===== config.mk =====
export PLATFORM = sky130hd
export DESIGN_NAME = mem_stall_ctrl
export DESIGN_NICKNAME = d
export VERILOG_FILES = /design/src/rtl/mem_stall_ctrl.sv
export SDC_FILE = /design/constraint.sdc
export NUM_CORES = 1
export LEC_CHECK = 0
export ABC_CLOCK_PERIOD_IN_PS = 1600
export CAP_MARGIN = 30
export CORE_MARGIN = 3
export CORE_UTILIZATION = 62
export DETAILED_ROUTE_END_ITERATION = 12
export DONT_BUFFER_PORTS = 1
export PLACE_DENSITY = 0.78
export SYNTH_ARGS = -nofsm -noshare
export SYNTH_HDL_FRONTEND = slang
export SYNTH_SLANG_ARGS = --single-unit

===== constraint.sdc =====
create_clock -name clk_i -period 1.6 [get_ports clk_i]
set_input_delay 0.24 -clock clk_i [delete_from_list [all_inputs] [get_ports clk_i]]
set_output_delay 0.24 -clock clk_i [all_outputs]
set_load 0.02 [all_outputs]

===== src/rtl/mem_stall_ctrl.sv =====
// Data-memory access controller for the MEM stage. Stalls the pipeline while a
// load/store is outstanding, latches the access and captures load data for MEM/WB.
module mem_stall_ctrl #(
    parameter int TIMEOUT = 16
) (
    input  logic        clk_i,
    input  logic        rst_i,
    input  logic [1:0]  M_i,
    input  logic [31:0] addr_i,
    input  logic [31:0] wdata_i,
    input  logic        mem_ack_i,
    input  logic [31:0] mem_rdata_i,
    input  logic        err_clr_i,
    output logic        mem_req_o,
    output logic        mem_we_o,
    output logic [31:0] mem_addr_o,
    output logic [31:0] mem_wdata_o,
    output logic        stall_o,
    output logic        bubble_o,
    output logic [31:0] rdata_o,
    output logic        rdata_valid_o,
    output logic        err_o
);

    // A TIMEOUT of 1 still needs a one-bit counter.
    localparam int              CNT_W    = (TIMEOUT > 1) ? $clog2(TIMEOUT) : 1;
    localparam logic [CNT_W-1:0] CNT_LAST = CNT_W'(TIMEOUT - 1);

    typedef enum logic [1:0] {
        ST_IDLE,
        ST_REQ,
        ST_DONE
    } state_t;

    state_t            state_reg, state_next;
    logic [CNT_W-1:0]  cnt_reg, cnt_next;
    logic [31:0]       addr_reg, addr_next;
    logic [31:0]       wdata_reg, wdata_next;
    logic [31:0]       rdata_reg, rdata_next;
    logic              we_reg, we_next;
    logic              err_reg, err_next;
    logic              err_set;

    always_ff @(posedge clk_i) begin
        if (rst_i) begin
            state_reg <= ST_IDLE;
            cnt_reg   <= '0;
            addr_reg  <= '0;
            wdata_reg <= '0;
            rdata_reg <= '0;
            we_reg    <= 1'b0;
            err_reg   <= 1'b0;
        end else begin
            state_reg <= state_next;
            cnt_reg   <= cnt_next;
            addr_reg  <= addr_next;
            wdata_reg <= wdata_next;
            rdata_reg <= rdata_next;
            we_reg    <= we_next;
            err_reg   <= err_next;
        end
    end

    always_comb begin
        state_next    = state_reg;
        cnt_next      = cnt_reg;
        addr_next     = addr_reg;
        wdata_next    = wdata_reg;
        rdata_next    = rdata_reg;
        we_next       = we_reg;
        err_set       = 1'b0;
        stall_o       = 1'b0;
        mem_req_o     = 1'b0;
        rdata_valid_o = 1'b0;

        case (state_reg)
            ST_IDLE: begin
                // Stall in the detect cycle itself so EX/MEM holds the access.
                if (M_i != 2'b00) begin
                    stall_o    = 1'b1;
                    addr_next  = addr_i;
                    wdata_next = wdata_i;
                    we_next    = M_i[0];
                    cnt_next   = '0;
                    state_next = ST_REQ;
                end
            end
            ST_REQ: begin
                stall_o   = 1'b1;
                mem_req_o = 1'b1;
                if (mem_ack_i) begin
                    rdata_next = we_reg ? 32'h0 : mem_rdata_i;
                    state_next = ST_DONE;
                end else if (cnt_reg == CNT_LAST) begin
                    // Ack takes priority, so the error is only raised without one.
                    err_set    = 1'b1;
                    rdata_next = 32'h0;
                    state_next = ST_DONE;
                end else begin
                    cnt_next = cnt_reg + CNT_W'(1);
                end
            end
            ST_DONE: begin
                // Pipeline advances here; M_i still shows the finished access.
                rdata_valid_o = 1'b1;
                state_next    = ST_IDLE;
            end
            default: begin
                state_next = ST_IDLE;
            end
        endcase

        if (err_set) begin
            err_next = 1'b1;
        end else if (err_clr_i) begin
            err_next = 1'b0;
        end else begin
            err_next = err_reg;
        end
    end

    assign bubble_o    = stall_o;
    assign mem_we_o    = we_reg;
    assign mem_addr_o  = addr_reg;
    assign mem_wdata_o = wdata_reg;
    assign rdata_o     = rdata_reg;
    assign err_o       = err_reg;

endmodule


==> flow_summary.ini, run 1 <==
[status]
status = finished with violations
violated_checks = negative hold slack

[setup_path]
kind_of_cell_adding_the_most_delay_to_the_critical_path = compound AO/OA/AOI/OAI gates
setup.worst_path.start_class = register
crit-reg2reg-launch = cnt_reg[0]
worstRegToRegCells = 5
cp.required_ns = 1.84
crit_path_cell_trace = ha_2 > a31oi_2 > o21a_1 > buf_6 > a22o_1
crit_path_max_incr_delay_ns = 0.42
cpMaxStageDelayCell = sky130_fd_sc_hd__dfxtp_1
worstPathArrival_ns = 1.76
rr_endpoint = rdata_o[26]
ff2ff_setup_slack_ns = 0.08
cp_max_fo = 32
cp_num_cells = 5
critPathCaptureType = register
timing.setup.critical_path_class = register to register
crit_buf_inv = 1

[pwr]
power.switching_fraction_pct = 29.35
cellInternalPower_mw = 3.600
power_per_cell_area_nw_per_um2 = 1212
power_switching_mw = 1.495
irDropWorstVdd_mv = 0.9801
pwr-share-comb_pct = 10.9
clock_power_share_pct = 28.8
post-layout-total-power_mw = 5.095
static-leakage-power_nw = 1.566
power_frac_seq_pct = 60.3

[global_routing]
antenna_found_initial = 0
grt_pass1_wl_um = 14550
global_route.usage.total_pct = 25.02
globalRoute.totalOverflow = 0
first_global_vias = 2845
maximum_number_of_pins_on_one_net_before_global_route_repair = 74

[yosys]
syn-cell-area_um2 = 3864
number_of_enable_type_register_cells_in_the_synthesized_netlist = 0
ys_ff_latch = 104
synth.distinct_cells = 37
synth-async-reset-ratio_pct = 0
yosys_most_used_dff = sky130_fd_sc_hd__dfxtp_1
post_synth_inst_count = 416
synth.net_count = 519
synth_sequential_area_ratio_pct = 53.89
syn_avg_cell_area_um2 = 9.288
yosysWarnings = 0

[worst_hold_path]
hold_depth = 1
path_category_of_the_worst_min_delay_check = input pin to register
hold_start = rst_i
hold_path_end = mem_addr_o[27]

[final_layout]
multi_input_comb_area_um2 = 1582
final_common_cell = sky130_fd_sc_hd__dfxtp_1
nNetsFinal = 514
num_antenna_cells = 0
stdcell_count = 491
layout_common_cells = sky130_fd_sc_hd__dfxtp_1 (103), sky130_fd_sc_hd__nand3_1 (67), sky130_fd_sc_hd__a21oi_1 (66)
stdcell_area_um2 = 4205
fillCellCount = 460
areaGrowthSynthToFinish_pct = 8.841
seq_area_um2 = 2083
layout-drive-gt1-share_pct = 11.54

[placed_design]
post-place-ws_ns = -0.1840
finalWeightedCongestion = 0.7904
port_buffer_count = 0
detailedPlacementHpwl_um = 6489
placement.cell_area_um2 = 3905
placed_cells = 464

[floorplan]
core_um2 = 5991
rows = 28
floorplan.initialDensity_pct = 64.49
design.portCount = 204
dieHeight_um = 84.94
die_outline_area_um2 = 7215
die_width_um = 84.94

[clock_tree]
tritoncts.num_buffers = 9
tritoncts_clock_tree = built
ctsLongestPathBuffers = 2
clock-root-buffer = sky130_fd_sc_hd__clkbuf_8
clock-sinks = 104
ctsHtreeMaxLevel = 3
clkSlewWorstSetupHoldPaths_ns = 0.10
worstSkewPairLatency_ns = 0.35

[detailed_routing]
avgRoutedWirePerCell_um = 20.39
dr.first_iter.drc_count = 291
drtPass1Iterations = 4
route.detailed.drc = 0
route.final.wire_length_um = 10010
antenna_violating_nets_post_route = 0
routed-via-count = 3127
routed_via_density = 6.369

[timing]
min_period_ns = 1.525
slew_violations = 0
clock.fmax_mhz = 655.8
rsz0062_at_grt = false
worst_clock_skew_ns = 0.007807
final_hold_violations = 38
fin_hold_ws_ns = -0.06148
final.period_utilization_pct = 95.30
final_setup_violation_count = 0
tightest_slew_ns = 0.5817
timing.slew.headroom_pct = 61.06
fin_ws_ns = 0.07521

[job]
cap_violations = 0
## synth_stat cells (all sizes together), types with 2 or more instances
cell type	n	area, um^2
a21oi	66	330.3
a22o	32	280.3
and4b	2	20.02
buf	26	156.4
clkbuf	18	73.82
dfxtp	104	2082
inv	4	15.01
nand2	4	15.01
nand3	67	335.3
nand3b	2	15.01
nor2	6	25.03
nor2b	2	12.51
nor3	2	15.01
o21ai	65	325.3
or2	2	12.52
## through the flow
stage / utilization (%) / hold slack, ns / setup TNS (ns)
6_report: 70.20 / -0.06148 / 0
5_1_grt: 70.20 / -0.07750 / 0
4_1_cts: 68.80 / -0.07737 / 0
3_5_place_dp: 65.18 / 0.3160 / -2.268
3_3_place_gp: 65.18 / 0.3137 / -1.784
2_1_floorplan: - / 0.3726 / 0
## per-layer routing
layer / vias to the layer above / part of all wire, % / wire, um / GRT usage, %
li1: 1500 / - / - / -
met1: 1438 / 38 / 3798 / 30.64
met2: 175 / 49 / 4911 / 39.12
met3: 14 / 11 / 1134 / 11.55
met4: 0 / 1.7 / 166 / 8.345
met5: - / 0 / 0 / 0
## what timing repair did
action / in CTS / in global routing
setup endpoints to repair: 25 / 42
resized for setup: 1 / 4
buffers inserted: 0 / 5
cloned: 1 / 0
pin swaps: 1 / 2
hold buffers: 2 / 3
endpoints found under the hold margin: 70 / 71
## cells by family (layout without fill, tap and decap cells)
group                    Yosys count  after routing  share of synthesized area, %
AO/OA/AOI/OAI                    169            169                         25.74
flip-flops                       104            104                         53.89
AND/OR/NAND/NOR                   92             93                         13.15
buffers and inverters             48             47                         6.347
multiplexers                       2              2                        0.5505
adder cells (fa/ha/maj)            1              1                        0.3238
## area by class of cell
type	count	share of cell area [%]
sequential	104	49.54
multi-input combinational	265	37.61
timing repair buffer	27	6.099
clock buffer	12	3.451
tap	75	2.231
clock inverter	4	0.7141
inverter	4	0.3570
## worst reg2reg max path: stages (launching register included)
cell	delay (ns)
sky130_fd_sc_hd__dfxtp_1	0.42
sky130_fd_sc_hd__ha_2	0.26
sky130_fd_sc_hd__a31oi_2	0.12
sky130_fd_sc_hd__o21a_1	0.20
sky130_fd_sc_hd__buf_6	0.18
sky130_fd_sc_hd__a22o_1	0.22
## how the worst max path moves through the flow
| stage | startpoint | endpoint |
|---|---|---|
| after floorplan | cnt_reg[0] | rdata_o[10] |
| after global placement | state_reg[1] | rdata_o[14] |
| after detailed placement | state_reg[0] | rdata_o[19] |
| after CTS | state_reg[0] | bubble_o |
| after global routing | cnt_reg[0] | rdata_o[26] |
| final | cnt_reg[0] | rdata_o[26] |
## power groups by stage
stage	Combinational, mW	Clock, mW	Sequential, mW
after floorplan	0.442	0	3.09
after global placement	0.505	0	3.13
after detailed placement	0.526	0	3.13
after CTS	0.537	1.49	3.07
after global routing	0.624	1.60	3.09
final	0.556	1.47	3.07
Power figures use the tool's default switching activity.
==> run 2, diff against run 1 <==
Settings changed: CORE_MARGIN 3 to 2.
==> run 2 against run 1 <==
The flow still finishes with violations (negative hold slack). Total power is 2.8% higher. Largest power group unchanged. Count of clock-buffer cells in the layout shrank 3. Utilization fell by 0.15 points. Sequential share of layout area is 0.43 points higher. Combinational power decreased by 8.5%. Non-clock buffer count shrank 4. Sequential power barely moved. Critical path depth shrank 4. Global-route usage grew 2.7 points. Maximum frequency grew 1.3%. Wire length fell by 4.0%. Cell area decreased by 0.80%.
==> flow_summary.ini, run 2 (synthesized netlist as in run 1, its figures left out) <==
[final_layout]
nNetsFinal = 509
final_common_cell = sky130_fd_sc_hd__dfxtp_1
fin_util_pct = 70.04
num_antenna_cells = 0
layout-drive-gt1-share_pct = 9.732
layout_common_cells = sky130_fd_sc_hd__dfxtp_1 (102), sky130_fd_sc_hd__nand3_1 (67), sky130_fd_sc_hd__a21oi_1 (66)
stdcell_area_um2 = 4172
stdcell_count = 486
areaGrowthSynthToFinish_pct = 7.966

[placed_design]
detailedPlacementHpwl_um = 6325
finalWeightedCongestion = 0.8610
placement.cell_area_um2 = 3855
port_buffer_count = 0
placed_cells = 459

[setup_path]
worstRegToRegCells = 4
cp.required_ns = 1.36
setup.worst_path.start_class = register
crit_path_max_incr_delay_ns = 0.50
rr_endpoint = state_reg[1]
crit_path_cell_trace = nor2b_1
cp_max_fo = 7
ff2ff_setup_slack_ns = 0.1
worstPathArrival_ns = 1.26
kind_of_cell_adding_the_most_delay_to_the_critical_path = flip-flops
critPathCaptureType = primary output
timing.setup.critical_path_class = register to primary output
cpMaxStageDelayCell = sky130_fd_sc_hd__dfxtp_1
crit_buf_inv = 0
crit-reg2reg-launch = cnt_reg[1]

[timing]
timing.slew.headroom_pct = 72.63
final.period_utilization_pct = 94.04
slew_violations = 0
rsz0062_at_grt = false
tightest_slew_ns = 0.4097
min_period_ns = 1.505
clock.fmax_mhz = 664.6
worst_clock_skew_ns = 0.01057
fin_hold_ws_ns = -0.06494
final_hold_violations = 67
setup-tns-final_ns = 0
final_setup_violation_count = 0

[pwr]
clock_power_share_pct = 31.4
pwr-share-comb_pct = 9.7
static-leakage-power_nw = 1.541
power_switching_mw = 1.531
power_frac_seq_pct = 58.9
power_per_cell_area_nw_per_um2 = 1255
irDropWorstVdd_mv = 0.8827
power.switching_fraction_pct = 29.25
post-layout-total-power_mw = 5.236
cellInternalPower_mw = 3.705

[clock_tree]
post-cts-setup-buffer-count = 0
tritoncts_clock_tree = built
ctsLongestPathBuffers = 2
worstSkewPairLatency_ns = 0.36
ctsHtreeMaxLevel = 3
clock-sinks = 104
clock-root-buffer = sky130_fd_sc_hd__clkbuf_8
tritoncts.num_buffers = 9
clkSlewWorstSetupHoldPaths_ns = 0.10

[detailed_routing]
drtPass1Iterations = 4
avgRoutedWirePerCell_um = 19.77
dr.first_iter.drc_count = 209
routed-via-count = 3159
routed_via_density = 6.500
route.detailed.drc = 0
antenna_violating_nets_post_route = 0
route.final.wire_length_um = 9609

[global_routing]
global_route.usage.total_pct = 27.70
maximum_number_of_pins_on_one_net_before_global_route_repair = 73
grt_pass1_wl_um = 15700
first_global_vias = 3098
globalRoute.totalOverflow = 0
antenna_found_initial = 0

[worst_hold_path]
path_category_of_the_worst_min_delay_check = input pin to register
hold_depth = 1
hold_path_end = mem_addr_o[0]
hold_start = rst_i

[status]
violated_checks = negative hold slack
status = finished with violations

[floorplan]
die_outline_area_um2 = 6879
dieHeight_um = 82.94
die_width_um = 82.94
rows = 28
design.portCount = 204
core_um2 = 5956
floorplan.initialDensity_pct = 64.87

[job]
cap_violations = 0
==> run 2: worst max-delay path by stage <==
stage	slack, ns	cells after the start	to	from
6_report	0.1	1	rdata_valid_o	state_reg[1]
5_1_grt	0.003	4	state_reg[1]	cnt_reg[1]
4_1_cts	0.01	4	state_reg[1]	cnt_reg[0]
3_5_place_dp	0.14	5	rdata_o[11]	cnt_reg[0]
3_3_place_gp	0.19	5	rdata_o[12]	cnt_reg[0]
2_1_floorplan	0.23	5	rdata_o[10]	cnt_reg[0]
==> run 2: routing by layer <==
metal	part of all wire (%)	routed length [um]	GRT usage, %	up-vias
met2	51	4886	46.04	162
met5	0	0	0	-
li1	-	-	-	1497
met1	37	3529	32.33	1479
met3	9.5	917	9.245	21
met4	2.9	276	12.82	0
==> run 2: per-stage QoR <==
stage,hold slack [ns],worst slack (ns)
after floorplan,0.3726,0.2282
after detailed placement,0.3162,0.1417
after global placement,0.3137,0.1950
after CTS,-0.08073,0.009666
after global routing,-0.08914,0.003250
final,-0.06494,0.09543
==> run 2: cell type report <==
type | instances | area, um^2
tap | 75 | 93.84
sequential | 104 | 2085
timing repair buffer | 23 | 225.2
fill | 475 | 1784
clock buffer | 9 | 123.9
multi-input combinational | 264 | 1551
clock inverter | 7 | 77.57
inverter | 4 | 15.01
==> run 2: power by group through the flow <==
stage               registers, mW  logic (mW)  clock network (mW)
detailed placement           3.14       0.488                   0
global route                 3.10       0.582                1.77
CTS                          3.08       0.508                1.67
global placement             3.14       0.467                   0
finish                       3.08       0.509                1.64
floorplan                    3.09       0.442                   0
==> run 2: timing repair <==
action,CTS,global route
setup endpoints to repair,2,1
hold endpoints to repair,77,68
pin swaps,0,1
resized for setup,1,2
hold buffers,10,1
